### config.mk
export PLATFORM = sky130hd
export DESIGN_NAME = hdlc_tx_framer
export DESIGN_NICKNAME = d
export VERILOG_FILES = /design/src/rtl/hdlc_tx_framer.sv
export SDC_FILE = /design/constraint.sdc
export NUM_CORES = 1
export LEC_CHECK = 0
export CAP_MARGIN = 20
export CORE_MARGIN = 5
export CORE_UTILIZATION = 60
export CTS_CLUSTER_SIZE = 14
export DETAILED_ROUTE_END_ITERATION = 8
export PLACE_DENSITY = 0.88
export SETUP_SLACK_MARGIN = 0.5
export SLEW_MARGIN = 20
export SYNTH_ARGS = -nofsm -noshare
export SYNTH_HDL_FRONTEND = slang
export SYNTH_SLANG_ARGS = --single-unit
### constraint.sdc
create_clock -name Clk -period 7.65 [get_ports Clk]
set_clock_uncertainty 0.2 [all_clocks]
set_input_delay 1.53 -clock Clk [delete_from_list [all_inputs] [get_ports Clk]]
set_output_delay 1.53 -clock Clk [all_outputs]
set_load 0.02 [all_outputs]
### src/rtl/hdlc_tx_framer.sv
// HDLC transmit framer: opening flags, LSB-first payload with zero
// insertion, closing flag, abort pattern on host request or underrun.
module hdlc_tx_framer #(
  parameter int OPEN_FLAGS = 1
) (
  input  logic       Clk,
  input  logic       Rst,
  input  logic       Tx_Start,
  input  logic [7:0] Tx_Data,
  input  logic       Tx_DataValid,
  input  logic       Tx_Last,
  input  logic       Tx_AbortFrame,
  output logic       Tx_Ready,
  output logic       Tx,
  output logic       Tx_ValidFrame,
  output logic       Tx_AbortedTrans,
  output logic       Tx_Done
);

  localparam logic [2:0] ST_IDLE   = 3'd0;
  localparam logic [2:0] ST_FOPEN  = 3'd1;
  localparam logic [2:0] ST_DATA   = 3'd2;
  localparam logic [2:0] ST_FCLOSE = 3'd3;
  localparam logic [2:0] ST_ABORT  = 3'd4;

  localparam logic [7:0] FLAG      = 8'h7E;
  localparam logic [1:0] LAST_FLAG = 2'(OPEN_FLAGS - 1);

  // state_q always describes the bit currently held in tx_q
  logic [2:0] state_q, state_d;
  logic [2:0] bit_q,   bit_d;
  logic [1:0] flag_q,  flag_d;
  logic [2:0] ones_q,  ones_d;
  logic [7:0] shift_q, shift_d;
  logic       slast_q, slast_d;
  logic [7:0] hold_q,  hold_d;
  logic       hlast_q, hlast_d;
  logic       full_q,  full_d;
  logic       tx_q,    tx_d;
  logic       done_q,  done_d;
  logic       abtd_q,  abtd_d;

  logic       in_frame;
  logic       accept;
  logic       abort_req;
  logic       go_abort;
  logic       load;
  logic [2:0] ones_base;
  logic [2:0] bit_nx;

  assign in_frame  = (state_q == ST_FOPEN) |
                     (state_q == ST_DATA) |
                     (state_q == ST_FCLOSE);
  assign Tx_Ready  = (state_q == ST_IDLE) |
                     (~full_q & (state_q != ST_ABORT));
  assign accept    = Tx_DataValid & Tx_Ready;
  assign abort_req = Tx_AbortFrame & in_frame;
  assign bit_nx    = bit_q + 3'd1;

  assign Tx              = tx_q;
  assign Tx_ValidFrame   = in_frame;
  assign Tx_Done         = done_q;
  assign Tx_AbortedTrans = abtd_q;

  // next-bit selection, stuffing, holding register and abort handling
  always_comb begin
    state_d   = state_q;
    bit_d     = bit_q;
    flag_d    = flag_q;
    ones_d    = ones_q;
    shift_d   = shift_q;
    slast_d   = slast_q;
    hold_d    = hold_q;
    hlast_d   = hlast_q;
    full_d    = full_q;
    tx_d      = tx_q;
    done_d    = 1'b0;
    abtd_d    = 1'b0;
    go_abort  = 1'b0;
    load      = 1'b0;
    ones_base = 3'd0;

    if (accept) begin
      hold_d  = Tx_Data;
      hlast_d = Tx_Last;
      full_d  = 1'b1;
    end

    unique case (state_q)
      ST_IDLE: begin
        tx_d = 1'b1;
        if (Tx_Start) begin
          state_d = ST_FOPEN;
          bit_d   = 3'd0;
          flag_d  = 2'd0;
          tx_d    = FLAG[0];
        end
      end
      ST_FOPEN: begin
        if (abort_req) begin
          go_abort = 1'b1;
        end else if (bit_q != 3'd7) begin
          bit_d = bit_nx;
          tx_d  = FLAG[bit_nx];
        end else if (flag_q != LAST_FLAG) begin
          flag_d = flag_q + 2'd1;
          bit_d  = 3'd0;
          tx_d   = FLAG[0];
        end else if (full_q) begin
          state_d = ST_DATA;
          load    = 1'b1;
        end else begin
          go_abort = 1'b1;
        end
      end
      ST_DATA: begin
        if (abort_req) begin
          go_abort = 1'b1;
        end else if (ones_q == 3'd5) begin
          tx_d   = 1'b0;
          ones_d = 3'd0;
        end else if (bit_q != 3'd7) begin
          bit_d  = bit_nx;
          tx_d   = shift_q[bit_nx];
          ones_d = shift_q[bit_nx] ? ones_q + 3'd1 : 3'd0;
        end else if (slast_q) begin
          state_d = ST_FCLOSE;
          bit_d   = 3'd0;
          tx_d    = FLAG[0];
        end else if (full_q) begin
          load      = 1'b1;
          ones_base = ones_q;
        end else begin
          go_abort = 1'b1;
        end
      end
      ST_FCLOSE: begin
        if (abort_req) begin
          go_abort = 1'b1;
        end else if (bit_q != 3'd7) begin
          bit_d = bit_nx;
          tx_d  = FLAG[bit_nx];
        end else begin
          state_d = ST_IDLE;
          bit_d   = 3'd0;
          tx_d    = 1'b1;
          done_d  = 1'b1;
        end
      end
      ST_ABORT: begin
        tx_d = 1'b1;
        if (bit_q != 3'd7) begin
          bit_d = bit_nx;
        end else begin
          state_d = ST_IDLE;
          bit_d   = 3'd0;
          abtd_d  = 1'b1;
        end
      end
      default: begin
        state_d = ST_IDLE;
        tx_d    = 1'b1;
      end
    endcase

    if (load) begin
      shift_d = hold_q;
      slast_d = hlast_q;
      full_d  = 1'b0;
      bit_d   = 3'd0;
      tx_d    = hold_q[0];
      ones_d  = hold_q[0] ? ones_base + 3'd1 : 3'd0;
    end

    if (go_abort) begin
      state_d = ST_ABORT;
      bit_d   = 3'd0;
      tx_d    = 1'b0;
      ones_d  = 3'd0;
      full_d  = 1'b0;
    end
  end

  // state registers, async active-low reset
  always_ff @(posedge Clk or negedge Rst) begin
    if (!Rst) begin
      state_q <= ST_IDLE;
      bit_q   <= 3'd0;
      flag_q  <= 2'd0;
      ones_q  <= 3'd0;
      shift_q <= 8'd0;
      slast_q <= 1'b0;
      hold_q  <= 8'd0;
      hlast_q <= 1'b0;
      full_q  <= 1'b0;
      tx_q    <= 1'b1;
      done_q  <= 1'b0;
      abtd_q  <= 1'b0;
    end else begin
      state_q <= state_d;
      bit_q   <= bit_d;
      flag_q  <= flag_d;
      ones_q  <= ones_d;
      shift_q <= shift_d;
      slast_q <= slast_d;
      hold_q  <= hold_d;
      hlast_q <= hlast_d;
      full_q  <= full_d;
      tx_q    <= tx_d;
      done_q  <= done_d;
      abtd_q  <= abtd_d;
    end
  end

endmodule

==> metrics.txt <==
H-tree levels=2; peak supply drop=0.2331 mV; share of synthesized registers carrying an async set or reset=100.0%; actual slew at the worst max-slew pin=0.6080 ns; antenna violations before repair=0; clk sinks=33; ant diodes=0; fill cell total of the finished layout=230; core region area=3078 um^2; required time at the worst-slack endpoint=5.92 ns; Setup TNS Final=0 ns; CTS Buffer Depth=2; post-synthesis to final-layout area growth=14.87%; setup repair after global routing missed its margin=false; final clock period utilization by the worst path=51.58%; cell taking the most area after synthesis=dfrtp_1; count of nets after finishing=233; clock period minus final worst setup slack=3.946 ns; start-to-end type of the worst setup path=reg2out; count of vias placed by the detailed router=1571; last weighted congestion value of the routability-driven placer=0.9203; number of detailed-route iterations in the first pass=4; area of the mapped netlist=1936 um^2; mean routed wirelength per cell=16.74 um; Clk Latency, worst-skew pair=0.35 ns; post-CTS setup repair buffer count=0; row count=20; layout cell share with drive strength beyond 1=14.22%; final setup violation count=0; total length of routed wires=4.268 mm; syn nets=215; share of the yosys chip area belonging to registers=42.73%; clock root buffer=clkbuf_4; Reg clk slew, reported paths=0.12 ns; overflow left after global routing=0; area of the die=4462 um^2; Leakage=1.013 nW; starting density of the core=62.89%; Detailed Route Iter0 Violations=139; port bufs=18; number of hold-repair buffers added at the cts stage=0; clock buffer count from CTS=5; max cap viols=0; most used flip-flop cell after synthesis=dfrtp_1; Yosys cell types=49; maximum number of pins on one net before global-route repair=34; flip-flop and latch count after synthesis=33; ratio of routed vias to standard cells=6.161; kind of launch point of the worst setup path=register; floorplan die width=66.80 um; total power divided by cell area=299.7 nW/um^2; total count of hold-check failures in the final report=0; area taken by multi-input logic gates=1031 um^2; global-route wire length before repair=7.148 mm; Crit Path Max Fanout=16; leading post-synthesis cells by cell area=dfrtp_1 41%, nand2_1 6.6%, mux2_2 6.4%, ha_1 5.8%, mux2i_1 3.1%; die span in y=66.80 um; DRC viols=0; kind of end point of the critical path=output port; max_slew headroom=58.94%; Register Area=827.0 um^2; Max Freq=253.4 MHz; synthesized area per cell=10.08 um^2; Gates resized, CTS repair=0; total routing resource utilization after global routing=21.49%; final hold slack=0.2567 ns; number of flops mapped to enable cells by yosys=0; Post-DP HPWL=3.042 mm; endpoint arrival time on the critical path=2.22 ns; synthesized instance count=192; I/O pin count=19; post-synth top area share=41.37%; number of warnings issued by yosys=0; worst min-delay path category=reg2reg; CTS tree=done; status=finished clean; via count of the first global-routing pass=1557; number of pins with negative max-slew slack in the final report=0; post-detailed-route count of antenna-violating nets=0; register-to-register path setup slack=4.63 ns
-- report_power, final --
| group | switching (mW) | total (mW) | internal, mW |
|---|---|---|---|
| Clock | 0.0620 | 0.140 | 0.0780 |
| Sequential | 0.0556 | 0.276 | 0.220 |
| Combinational | 0.128 | 0.250 | 0.122 |
-- path summary, 6_finish.rpt --
kind                       startpoint          to  depth (start not counted)
max                        state_q[0]    Tx_Ready                          3
min                         hold_q[6]  shift_q[6]                          2
max reg2reg                state_q[0]   ones_q[2]                          7
min reg2reg                 hold_q[6]  shift_q[6]                          2
max in group asynchronous         Rst          Tx                          2
min in group asynchronous         Rst  shift_q[6]                          2
-- layout by cell type, fill, tap and decap left out, types with 3 or more instances in the layout --
cell	synthesis	final
a21o_1	4	4
a21oi_1	6	6
a22o_1	3	3
and3_1	3	3
clkbuf_4	0	5
clkdlybuf4s50_1	0	18
dfrtp_1	32	32
ha_1	9	9
inv_1	10	10
mux2_2	11	11
mux2i_1	6	6
nand2_1	34	34
nand2b_1	3	3
nor2_1	8	8
nor3_1	7	7
nor4_1	3	3
o21ai_0	6	6
-- final cells by class --
class,count,share of cell area [%]
clock inverters,1,1.351
repair buffers,19,8.441
clock buffers,7,2.476
inverters,10,1.688
well taps,44,2.476
multi-input cells,141,46.37
flip-flops and latches,33,37.20
-- sequential cells by signal, indices dropped and copies added (netlist names) --
signal           flops
Tx                   1
flag_q               2
Tx_AbortedTrans      1
hold_q               8
Tx_Done              1
hlast_q              1
state_q              3
full_q               1
shift_q              8
ones_q               3
bit_q                3
slast_q              1
-- per-layer routing --
| layer | vias up | share of wire (%) | global-route usage, % | wire length, um |
|---|---|---|---|---|
| met1 | 765 | 39 | 25.51 | 1684 |
| met5 | - | 0 | 0 | 0 |
| met4 | 0 | 2.3 | 7.360 | 97 |
| li1 | 718 | - | - | - |
| met2 | 74 | 50 | 37.75 | 2155 |
| met3 | 14 | 7.8 | 5.059 | 331 |
-- kinds of logic after synthesis --
kind of cell	after synthesis	synth area share, %
compound gates	32	13.90
xor+xnor	3	1.358
fa+ha+maj	9	5.818
buf+inv	18	4.008
flops	33	42.73
mux	19	11.83
simple gates	78	20.36
-- Yosys cell counts (all sizes together) (4+ instances only) --
master  number
nand2       35
o21ai        7
mux2        11
ha           9
a21o         4
a21oi        6
dfrtp       32
clkbuf       5
mux2i        6
nor3         7
inv         10
nor2         8
-- worst max-delay path, stage by stage, from the launching register on --
cell,delay [ns]
dfrtp_1,0.56
nor2_1,0.36
mux2i_1,0.31
clkdlybuf4s50_1,0.65
-- stage by stage --
step	utilization, %	power [mW]	cells	cell area, um^2	setup WS (ns)
after global routing	72.24	0.7089	255	2223	3.558
after CTS	72.24	0.6646	255	2223	3.706
after floorplan	-	0.4535	192	1936	4.675
final	72.24	0.6663	255	2223	3.704
after detailed placement	69.47	0.5246	247	2138	3.801
after global placement	69.47	0.5092	247	2138	3.967
(Power assumes the default switching activity.)
==> edit (same flow settings) <==
Put one more register stage on the output `Tx`, cleared by the reset. The value now appears one clock later. The other outputs are not delayed to match.
--- a/src/rtl/hdlc_tx_framer.sv
+++ b/src/rtl/hdlc_tx_framer.sv
@@ -59,3 +59,9 @@
 
-  assign Tx              = tx_q;
+  always_ff @(posedge Clk or negedge Rst) begin
+    if (!Rst) begin
+      Tx <= '0;
+    end else begin
+      Tx <= tx_q;
+    end
+  end
   assign Tx_ValidFrame   = in_frame;
Check against the original RTL: not equivalent (Yosys sat finds a counterexample within 4 cycles, from zero or initial values and one cycle with Rst low).
==> edit against the original RTL <==
Area after synthesis decreased by 2.5%. Global-route usage decreased by 2.2 points. Synthesized cell count decreased by 10%. Sequential share of layout area increased by 2.0 points. Routed wire length decreased by 15%. Power increased by 6.4%. Sequential cell count increased by 1. Worst setup slack got worse by 0.11 ns. Design area decreased by 2.2%. Critical path type unchanged. Largest power group unchanged.
==> edit: results (changes against the original RTL) <==
stage,metric,value,unit,change
sta,relative slew slack,49.7,%,-9.3 points
place,HPWL after DPL,2.71,mm,-11%
synthesis,Synth Area in XOR/XNOR,1.39,%,+0.035 points
clock_tree,CTS root buf,clkbuf_4,,
pwr,Internal,0.440,mW,+4.6%
synthesis,synthesized-area fraction occupied by adder cells,5.97,%,+0.15 points
synthesis,synth unique cells,47,,-4.1%
place,Placed Cells incl. Taps,228,,-7.7%
status,status,"finished, final reports clean",,
setup_path,flop-to-flop setup slack,4.50,ns,-0.13 ns
sta,hold_ws,0.212,ns,-0.0450 ns
global_route,met2 usage,33.2,%,-4.6 points
setup_path,CP Max Fanout,17,,+1
cells_and_area,layout cell share with drive strength beyond 1,19.3,%,+5.1 points
cells_and_area,Nets,214,,-8.2%
min_path,Hold Crit Endpoint,Tx,,
global_route,global-route wire length before repair,6.25,mm,-13%
routing,met2 WL,1.84,mm,-15%
place,global placement routability congestion,0.926,,+0.65%
clock_tree,Clock transition at path regs,0.10,ns,-0.02 ns
cells_and_area,"non-filler cells, final",236,,-7.5%
global_route,GRT met1 Usage,22.2,%,-3.3 points
global_route,met3 Use GR,5.61,%,+0.55 points
routing,via count,1384,,-12%
synthesis,Mean Syn Cell Area,11.0,sq um,+8.8%
pwr,Combinational Power,0.287,mW,+15%
global_route,vias in the first global route,1383,,-11%
setup_path,reg2reg start,bit_q[0],,
synthesis,syn_nets,195,,-9.3%
pwr,Peak supply drop,0.000210,V,-9.9%
routing,met1 WL,1.51,mm,-10%
synthesis,mux contribution to synthesized area,16.2,%,+4.4 points
synthesis,most frequent cells after synthesis,"dfrtp_1 (33), mux2_2 (18), nand2_1 (16)",,
pwr,clk pwr,0.128,mW,-9%
pwr,leakage,0.986,nW,-2.6%
pwr,Total Power,0.709,mW,+6.4%
setup_path,reg2reg end,bit_q[1],,
synthesis,"Seq/Total Area, Yosys",45.2,%,+2.4 points
setup_path,CP arrival,2.32,ns,+0.10 ns
cells_and_area,FILL cells,217,,-5.7%
synthesis,Compound-Gate Fraction of Synth Area,13.5,%,-0.37 points
min_path,hold path startpoint,tx_q,,
setup_path,slowest cell delay on critical path,0.63,ns,-0.02 ns
[edit: cell count changes after synthesis, sizes merged, moves of 3 or more]
cell | before | now
inv | 10 | 7
a22o | 3 | 0
a31oi | 0 | 3
nand2 | 35 | 16
a21oi | 6 | 11
mux2 | 11 | 20
[edit: area by class of cell]
type                            instances  share of cell area (%)
Clock inverter                          3                    1.84
Inverter                                7                    1.21
Clock buffer                            5                    1.73
Tap cell                               44                    2.53
Multi-Input combinational cell        124                    44.9
Timing Repair Buffer                   19                    8.63
Sequential cell                        34                    39.2
[edit: critical path, delay by kind of cell (launching register included)]
kind	cells	cell delay, ns
buffers and inverters	1	0.63
flip-flops	1	0.57
AND/OR/NAND/NOR	1	0.51
multiplexers	1	0.28
[edit: through the flow]
step	area [sq um]	worst slack, ns
final	2170	3.60
after detailed placement	2090	3.56
after floorplan	1890	4.58
after global placement	2090	3.61
after CTS	2170	3.59
after global routing	2170	3.41
